### src/rtl/ball_physics.sv
// Per-frame ball motion engine. The ball state is fixed point with 16 subpixels per pixel.
// Each frame_tick runs a fixed pipeline (INTEG, WALL, PLAYER, COMMIT). Position and velocity
// are published on the same edge, so software never reads a half-updated frame.
module ball_physics #(
    parameter int SCREEN_W   = 640,
    parameter int SCREEN_H   = 480,
    parameter int BALL_R     = 4,
    parameter int PLAYER_W   = 16,
    parameter int PLAYER_H   = 32,
    parameter int GRAVITY    = 2,
    parameter int DAMP_SHIFT = 2,
    parameter int REST_V     = 4,
    parameter int VMAX       = 1023,
    parameter int X0         = 5120,
    parameter int Y0         = 1920
) (
    input  logic        Clk,
    input  logic        Reset,
    input  logic        frame_tick,
    input  logic        launch,
    input  logic        serve,
    input  logic [31:0] aim,
    input  logic [31:0] p1_pos,
    input  logic [31:0] p2_pos,
    output logic [31:0] b1_pos,
    output logic [31:0] b1_vel,
    output logic        busy,
    output logic        hit_p1,
    output logic        hit_p2
);

    localparam logic [2:0] HELD   = 3'd0;
    localparam logic [2:0] READY  = 3'd1;
    localparam logic [2:0] INTEG  = 3'd2;
    localparam logic [2:0] WALL   = 3'd3;
    localparam logic [2:0] PLAYER = 3'd4;
    localparam logic [2:0] COMMIT = 3'd5;

    // Wall limits and hit windows, all in subpixels
    localparam logic signed [17:0] MIN_X  = 18'(BALL_R * 16);
    localparam logic signed [17:0] MAX_X  = 18'((SCREEN_W - BALL_R) * 16);
    localparam logic signed [17:0] MIN_Y  = 18'(BALL_R * 16);
    localparam logic signed [17:0] MAX_Y  = 18'((SCREEN_H - BALL_R) * 16);
    localparam logic        [17:0] HIT_X  = 18'((PLAYER_W / 2 + BALL_R) * 16);
    localparam logic        [17:0] HIT_Y  = 18'((PLAYER_H / 2 + BALL_R) * 16);
    localparam logic signed [17:0] VMAX_S = 18'(VMAX);
    localparam logic signed [17:0] GRAV_S = 18'(GRAVITY);
    localparam logic        [17:0] REST_S = 18'(REST_V);
    localparam logic        [15:0] X0_P   = 16'(X0);
    localparam logic        [15:0] Y0_P   = 16'(Y0);

    function automatic logic signed [17:0] sat18(input logic signed [17:0] v);
        if (v > VMAX_S) begin
            return VMAX_S;
        end
        if (v < -VMAX_S) begin
            return -VMAX_S;
        end
        return v;
    endfunction

    function automatic logic [15:0] sat_aim(input logic [15:0] v);
        return 16'(sat18({{2{v[15]}}, v}));
    endfunction

    function automatic logic [17:0] abs18(input logic signed [17:0] v);
        return v[17] ? 18'(-v) : 18'(v);
    endfunction

    // Bounce loses a fixed fraction of speed
    function automatic logic [17:0] damp(input logic [17:0] m);
        return m - (m >> DAMP_SHIFT);
    endfunction

    logic [2:0]         state_q, state_d;
    logic [15:0]        pos_x_q, pos_x_d, pos_y_q, pos_y_d;
    logic [15:0]        vel_x_q, vel_x_d, vel_y_q, vel_y_d;
    logic signed [17:0] x_w_q, x_w_d, y_w_q, y_w_d;
    logic signed [17:0] vx_w_q, vx_w_d, vy_w_q, vy_w_d;
    logic               hit1_w_q, hit1_w_d, hit2_w_q, hit2_w_d;
    logic               busy_q, busy_d;
    logic               hit_p1_q, hit_p1_d, hit_p2_q, hit_p2_d;

    // Integration datapath
    logic signed [17:0] vx_cur, vy_cur, vy_int, x_int, y_int;
    assign vx_cur = {{2{vel_x_q[15]}}, vel_x_q};
    assign vy_cur = {{2{vel_y_q[15]}}, vel_y_q};
    assign vy_int = sat18(vy_cur + GRAV_S);
    assign x_int  = $signed({2'b00, pos_x_q}) + vx_cur;
    assign y_int  = $signed({2'b00, pos_y_q}) + vy_int;

    // Wall datapath
    logic [17:0] vx_damp, vy_damp;
    assign vx_damp = damp(abs18(vx_w_q));
    assign vy_damp = damp(abs18(vy_w_q));

    // Player datapath, on post-wall values
    logic signed [17:0] p1_dx, p1_dy, p2_dx, p2_dy;
    logic               moving_down, hit1, hit2;
    assign p1_dx = x_w_q - $signed({2'b00, p1_pos[15:0]});
    assign p1_dy = y_w_q - $signed({2'b00, p1_pos[31:16]});
    assign p2_dx = x_w_q - $signed({2'b00, p2_pos[15:0]});
    assign p2_dy = y_w_q - $signed({2'b00, p2_pos[31:16]});
    assign moving_down = !vy_w_q[17] && (vy_w_q != '0);
    assign hit1 = (abs18(p1_dx) < HIT_X) && (abs18(p1_dy) < HIT_Y) && moving_down;
    assign hit2 = (abs18(p2_dx) < HIT_X) && (abs18(p2_dy) < HIT_Y) && moving_down;

    // Next-state logic for the frame pipeline and the published state
    always_comb begin
        state_d  = state_q;
        pos_x_d  = pos_x_q;
        pos_y_d  = pos_y_q;
        vel_x_d  = vel_x_q;
        vel_y_d  = vel_y_q;
        x_w_d    = x_w_q;
        y_w_d    = y_w_q;
        vx_w_d   = vx_w_q;
        vy_w_d   = vy_w_q;
        hit1_w_d = hit1_w_q;
        hit2_w_d = hit2_w_q;
        busy_d   = busy_q;
        hit_p1_d = 1'b0;
        hit_p2_d = 1'b0;

        case (state_q)
            HELD: begin
                // frame_tick is dropped here, even when it coincides with launch
                if (launch) begin
                    vel_x_d = sat_aim(aim[15:0]);
                    vel_y_d = sat_aim(aim[31:16]);
                    state_d = READY;
                end
            end
            READY: begin
                if (serve) begin
                    pos_x_d = X0_P;
                    pos_y_d = Y0_P;
                    vel_x_d = '0;
                    vel_y_d = '0;
                    state_d = HELD;
                end else if (frame_tick) begin
                    busy_d  = 1'b1;
                    state_d = INTEG;
                end
            end
            INTEG: begin
                vx_w_d   = vx_cur;
                vy_w_d   = vy_int;
                x_w_d    = x_int;
                y_w_d    = y_int;
                hit1_w_d = 1'b0;
                hit2_w_d = 1'b0;
                state_d  = WALL;
            end
            WALL: begin
                if (x_w_q < MIN_X) begin
                    x_w_d  = MIN_X;
                    vx_w_d = $signed(vx_damp);
                end else if (x_w_q > MAX_X) begin
                    x_w_d  = MAX_X;
                    vx_w_d = -$signed(vx_damp);
                end
                if (y_w_q < MIN_Y) begin
                    y_w_d  = MIN_Y;
                    vy_w_d = $signed(vy_damp);
                end else if (y_w_q > MAX_Y) begin
                    y_w_d  = MAX_Y;
                    // Slow floor bounces come to rest instead of jittering
                    vy_w_d = (vy_damp < REST_S) ? '0 : -$signed(vy_damp);
                end
                state_d = PLAYER;
            end
            PLAYER: begin
                // Player 1 wins a simultaneous overlap
                if (hit1 || hit2) begin
                    vy_w_d = -$signed(vy_damp);
                end
                hit1_w_d = hit1;
                hit2_w_d = hit2 && !hit1;
                state_d  = COMMIT;
            end
            COMMIT: begin
                pos_x_d  = x_w_q[15:0];
                pos_y_d  = y_w_q[15:0];
                vel_x_d  = vx_w_q[15:0];
                vel_y_d  = vy_w_q[15:0];
                hit_p1_d = hit1_w_q;
                hit_p2_d = hit2_w_q;
                busy_d   = 1'b0;
                state_d  = READY;
            end
            default: begin
                state_d = HELD;
                busy_d  = 1'b0;
            end
        endcase
    end

    // State registers; reset aborts any in-flight frame
    always_ff @(posedge Clk) begin
        if (Reset) begin
            state_q  <= HELD;
            pos_x_q  <= X0_P;
            pos_y_q  <= Y0_P;
            vel_x_q  <= '0;
            vel_y_q  <= '0;
            x_w_q    <= '0;
            y_w_q    <= '0;
            vx_w_q   <= '0;
            vy_w_q   <= '0;
            hit1_w_q <= 1'b0;
            hit2_w_q <= 1'b0;
            busy_q   <= 1'b0;
            hit_p1_q <= 1'b0;
            hit_p2_q <= 1'b0;
        end else begin
            state_q  <= state_d;
            pos_x_q  <= pos_x_d;
            pos_y_q  <= pos_y_d;
            vel_x_q  <= vel_x_d;
            vel_y_q  <= vel_y_d;
            x_w_q    <= x_w_d;
            y_w_q    <= y_w_d;
            vx_w_q   <= vx_w_d;
            vy_w_q   <= vy_w_d;
            hit1_w_q <= hit1_w_d;
            hit2_w_q <= hit2_w_d;
            busy_q   <= busy_d;
            hit_p1_q <= hit_p1_d;
            hit_p2_q <= hit_p2_d;
        end
    end

    assign b1_pos = {pos_y_q, pos_x_q};
    assign b1_vel = {vel_y_q, vel_x_q};
    assign busy   = busy_q;
    assign hit_p1 = hit_p1_q;
    assign hit_p2 = hit_p2_q;

endmodule

### config.mk
export PLATFORM = sky130hd
export DESIGN_NAME = ball_physics
export DESIGN_NICKNAME = d
export VERILOG_FILES = /design/src/rtl/ball_physics.sv
export SDC_FILE = /design/constraint.sdc
export NUM_CORES = 1
export LEC_CHECK = 0
export ABC_AREA = 1
export BUFFER_PORTS_ARGS = -buffer_cell sky130_fd_sc_hd__buf_2
export CAP_MARGIN = 15
export CORE_MARGIN = 2
export CORE_UTILIZATION = 40
export DETAILED_ROUTE_END_ITERATION = 10
export HOLD_SLACK_MARGIN = 0.02
export PLACE_DENSITY = 0.66
export SYNTH_ARGS = -nofsm -noshare
export SYNTH_HDL_FRONTEND = slang
export SYNTH_SLANG_ARGS = --single-unit
export TNS_END_PERCENT = 20
### constraint.sdc
create_clock -name Clk -period 12.1 [get_ports Clk]
set_input_delay 0.605 -clock Clk [delete_from_list [all_inputs] [get_ports Clk]]
set_output_delay 0.605 -clock Clk [all_outputs]
set_load 0.05 [all_outputs]
Yosys cells after proc, flatten, opt, wreduce, memory -nomap -nowiden

Index checks and enable logic that the tools add are counted.
W data, S select, Z words.

Bits in registers: 144
Input bits: 101
Output and inout port bits: 67
Word-level logic and storage cells: 154

Add/sub/neg operators: 18
Order comparisons: 15
Eq/ne operators: 13
Muxes and demuxes: 67
Bitwise operators: 2
Reduce and logical (&&, ||, !) cells: 25

Operators with widths:

| cell                    | count |
|---|---|
| $mux W18                | 20 |
| $mux W16                | 13 |
| $neg A18 Y18            | 9 |
| $pmux W18 S2            | 3 |
| $pmux W16 S3            | 2 |
| $lt A18 B8 Y1 const B   | 4 |
| $sub A18 B17 Y18        | 4 |
| $pmux W16 S2            | 2 |
| $pmux W18 S3            | 1 |
| $lt A18 B9 Y1 const B   | 2 |
| $sub A18 B16 Y18        | 2 |
| $gt A16 B11 Y1 const B  | 2 |
| $lt A16 B11 Y1 const B  | 2 |
| $mux W1                 | 19 |
| $add A17 B16 Y18        | 1 |
| $add A17 B18 Y18        | 1 |
| $gt A18 B14 Y1 const B  | 1 |
| $gt A18 B15 Y1 const B  | 1 |
| $lt A18 B3 Y1 const B   | 1 |
| $pmux W3 S6             | 1 |
| $reduce_bool A18 Y1     | 1 |
| $add A16 B3 Y17 const B | 1 |
| $gt A17 B11 Y1 const B  | 1 |
| $lt A17 B11 Y1 const B  | 1 |
| 18 further kinds        | 45 |

Logic depth before layout (Yosys ltp)

Depth in word-level cells: 11
Mapped depth: 31
Depth with buffers taken out: 31

Worst setup path after synthesis

OpenSTA, ideal clock, no wires.

Path type: register to register
Start: register vel_y_q[1]
End: register y_w_q[12]
Setup time: 132 ps
Arrival: 4301 ps
Data required time: 11968 ps
Slack: 7666 ps
Stages on the path, launching flop included: 25
Path buffers: 1
Clock period less this slack: 4434 ps
Cell sequence: dfxtp_1 ha_1 nand3_1 nor2_1 nand2_1 nor2_1 nand3_1 xor2_1 and2_1 nand4_1 nand2_1 buf_2 nand3_1 ha_1 fa_1 a31oi_1 or2_2 nand2_1 a21oi_1 o21ai_0 a31oi_1 o21ai_0 xor2_1 o21ai_0 a21oi_1

Cells in the longest elaborated chain, start to end: 8
Elaborated cells on any way between the ends: 11
Classes of those cells: add/sub: 2; order compare: 2; mux: 7

RTL lines:

| what                     | line | RTL |
|---|---|---|
| start: declaration       | 77   | `logic [15:0] vel_x_q, vel_x_d, vel_y_q, vel_y_d;` |
| start signal: assignment | 221  | `vel_y_q <= vel_y_d;` |
| $add A16 B3 Y17 *        | 88   | `assign vy_int = sat18(vy_cur + GRAV_S);` |
| $lt A17 B11 Y1           | 56   | `if (v < -VMAX_S) begin` |
| $mux W1 (2 in series)    | 56   |  |
| $mux W18                 | 59   | `return v;` |
| $mux W18 *               | 56   |  |
| $add A17 B18 Y18 *       | 90   | `assign y_int = $signed({2'b00, pos_y_q}) + vy_int;` |
| $pmux W18 S2 *           | 125  | `case (state_q)` |
| end signal: assignment   | 223  | `y_w_q <= y_w_d;` |
| end: declaration         | 78   | `logic signed [17:0] x_w_q, x_w_d, y_w_q, y_w_d;` |

Mark *: on every way between the ends. The rest lies on a longest branch, timed or not. The select of a mux whose other input is x is not followed.
A chain may end at the register's enable or synchronous reset.

Worst setup path after layout

Start: register vy_w_q[0]
End: register vy_w_q[8]

Cells in the longest elaborated chain, start to end: 8
Elaborated cells on any way between the ends: 18
Classes of those cells: add/sub: 4; order compare: 1; eq/ne: 1; mux: 6; reduce/logical: 6

RTL lines:

| what                                          | line | RTL |
|---|---|---|
| start: declaration                            | 79   | `logic signed [17:0] vx_w_q, vx_w_d, vy_w_q, vy_w_d;` |
| start signal: assignment                      | 225  | `vy_w_q <= vy_w_d;` |
| $neg A18 Y18                                  | 67   | `return v[17] ? 18'(-v) : 18'(v);` |
| $mux W18                                      | 67   |  |
| $sub A18 B16 Y18                              | 72   | `return m - (m >> DAMP_SHIFT);` |
| $neg A18 Y18 or $lt A18 B3 Y1 (tied branches) | 169  | `vy_w_d = (vy_damp < REST_S) ? '0 : -$signed(vy_damp);` |
| $mux W18                                      | 169  |  |
| $mux W18                                      | 166  | `end else if (y_w_q > MAX_Y) begin` |
| $mux W18                                      | 163  | `if (y_w_q < MIN_Y) begin` |
| $pmux W18 S3                                  | 125  |  |

Several ways; a longest one is shown, not always the timed one. The select of a mux whose other input is x is not followed.

==> impl_metrics.py <==
metrics = {
    "status": {
        "status": "finished, final reports clean",
    },
    "timing": {
        "tightest_slew_ps": 938,
        "slew_headroom_pct": 37.2,
        "timing.hold.ws_ps": 468,
        "slew_violations": 0,
        "setup_viol": 0,
        "period_needed_ps": 4870,
        "finalCritPeriodShare_pct": 40.2,
        "skew_ps": 10.1,
        "fmaxAchievable_ghz": 0.205,
        "hold_violations": 0,
        "rsz0062_at_grt": "no",
        "tns_ps": 0,
    },
    "layout": {
        "final_common_cell": "nand2_1",
        "antenna-diode-count": 0,
        "fin_nets": 3499,
        "multi_input_area_um2": 12600,
        "final-seq-area_um2": 2880,
        "stdcell_count": 3856,
        "drive_above_1_share_pct": 9.13,
        "num-fill-cells": 4866,
        "area_growth_pct": 11.0,
        "post-route-util_pct": 44.8,
        "mostFrequentLayoutCells": "nand2_1 (904), inv_1 (508), nor2_1 (291)",
    },
    "setup_path": {
        "reg2reg_depth": 25,
        "max_stage_delay_ps": 390,
        "start_kind": "register",
        "path_class": "reg2reg",
        "cp-end-kind": "register",
        "crit_arrival_ps": 5220,
        "cp_common_cell": "nand2_1",
        "crit_path_top_delay_cell": "ha_1",
        "required_ps": 12450,
        "crit_fanout": 9,
    },
    "placed_design": {
        "gp_congestion": 0.934,
        "hpwl_um": 47200,
        "io_buffers": 167,
        "place_inst": 3825,
    },
    "worst_hold_path": {
        "hold_path.class": "reg2reg",
        "hold_depth": 2,
    },
    "yosys": {
        "synth-xor-area-share_pct": 4.39,
        "synth.largest_area_cell": "nand2_1",
        "yosysWarnings": 0,
        "synthFlopType": "dfxtp_1",
        "synth_top_family_by_area": "simple AND/OR/NAND/NOR gates",
        "synth_edf_count": 0,
        "synth_simple_gate_area_share_pct": 40.0,
        "synthMuxAreaShare_pct": 0,
        "synth_top_area_share_pct": 19.1,
        "syn_nets": 3367,
        "netlist_area_um2": 17800,
        "synth_fa_ha_area_share_pct": 10.6,
        "avgSynthCellArea_um2": 5.70,
        "ys_ff_latch": 144,
        "synthArstFlopShare_pct": 0,
        "yosys.cell_types.count": 57,
        "ys_seq_area_share_pct": 16.2,
        "synth_area_leaders": "nand2_1 (19%), dfxtp_1 (16%), inv_1 (11%), ha_1 (9.7%), nand3_1 (7.4%)",
        "synth_compound_area_share_pct": 16.0,
        "synthCells": 3120,
    },
    "cts": {
        "postCtsSetupBuffers": 0,
        "tritoncts": "built",
        "ctsLongestPathBuffers": 2,
        "cts_buffers": 17,
        "clkTransAtPathRegs_ps": 60,
        "cts_hold_buf": 0,
        "cts_sinks": 144,
        "cts_resized": 0,
        "h-tree-depth": 4,
        "cts_root_buffer": "clkbuf_16",
        "clk_latency_ps": 460,
    },
    "route": {
        "drcViolationCount": 0,
        "dr.pass1.iters": 6,
        "wire_per_inst_um": 14.9,
        "vias_per_cell": 5.14,
        "drt_iter0_markers": 1404,
        "routed_wl_um": 57400,
        "ant_nets": 0,
        "routed-via-count": 19800,
    },
    "pwr": {
        "combPwrFrac_pct": 54.3,
        "p_per_area_nw_per_um2": 119,
        "internal_power_mw": 1.23,
        "power_frac_seq_pct": 23.6,
        "switching_power_mw": 1.13,
        "max-vdd-ir-drop_uv": 127,
        "p_leak_nw": 10.7,
        "p_total_mw": 2.36,
        "swShare_pct": 47.9,
        "pwr-share-clk_pct": 22.1,
    },
    "die": {
        "die-area_um2": 46100,
        "core_area_um2": 44000,
        "rows": 77,
        "start_util_pct": 40.4,
        "io_pins": 168,
        "die_x_um": 215,
        "die_h_um": 215,
    },
    "grt": {
        "grt_pass1_vias": 18100,
        "grt_pass1_wl_um": 92100,
        "grt_max_degree": 61,
        "antenna_found_initial": 0,
        "grt_use_total_pct": 24.6,
        "gr-total-overflow": 0,
    },
    "flow_run": {
        "cap_violations": 0,
    },
}
metal layers:
metal / global-route usage [%] / part of all wire [%]
met5: 0 / 0
met4: 6.92 / 1.9
met3: 3.06 / 5.4
met1: 33.6 / 48
met2: 40.7 / 45
cell families after synthesis:
group	count (synthesis)
fa+ha+maj	146
flops	144
compound gates	498
buf+inv	591
xor+xnor	89
simple gates	1652
power groups by stage:
stage | clock network [mW] | registers [mW] | logic [mW]
floorplan | 0 | 0.596 | 0.936
global placement | 0 | 0.565 | 1.27
detailed placement | 0 | 0.565 | 1.26
CTS | 0.526 | 0.555 | 1.27
global route | 0.544 | 0.559 | 1.46
finish | 0.520 | 0.557 | 1.28
layout make-up:
type / count / area share (%)
sequential: 144 / 14.6
inverter: 527 / 10.0
clock buffer: 21 / 2.28
tap: 592 / 3.76
multi-input combinational: 2385 / 64.1
clock inverter: 10 / 0.571
timing repair buffer: 177 / 4.62
path summary, 6_finish.rpt:
check,start,to,slack (ps)
max,vy_w_q[0],vy_w_q[8],7230
min,y_w_q[0],y_w_q[0],470
max reg2reg,vy_w_q[0],vy_w_q[8],7230
min reg2reg,y_w_q[0],y_w_q[0],470
through the flow:
stage | worst slack (ps) | area, µm²
global route | 6680 | 19700
global placement | 7460 | 19200
floorplan | 7670 | 17800
CTS | 7310 | 19700
detailed placement | 7350 | 19200
finish | 7230 | 19700
worst max-delay path, delay by kind of cell (launching register included):
family          cells  cell delay, ps
simple gates       16            2550
fa+ha+maj           2             570
compound gates      3             780
buf+inv             3             350
xor+xnor            1             180
flops               1             320
flip-flops by register name, indices dropped and copies added (netlist names), 3 cells and up:
register / count
state_q: 3
vy_w_q: 18
vel_x_q: 16
x_w_q: 18
y_w_q: 18
vel_y_q: 16
pos_y_q: 16
vx_w_q: 18
pos_x_q: 16
cell usage after synthesis, types with 8 or more instances:
master	instances
nand2_2	21
o22ai_1	12
fa_1	8
nand4_1	43
inv_2	12
nand3b_1	17
a21oi_1	239
or2_2	21
nor3_1	35
xnor2_1	15
inv_1	508
o211ai_1	8
a21o_1	13
nand3_2	12
nand3_1	261
dfxtp_1	144
clkbuf_1	49
o21bai_1	10
o221ai_1	16
and2_1	8
nor4_1	12
nor2_1	292
a211oi_1	10
a22oi_1	14
a221oi_1	10
ha_1	138
nand2_1	904
o21ai_0	130
nor2_2	9
xor2_1	74
(Power assumes the default switching activity.)
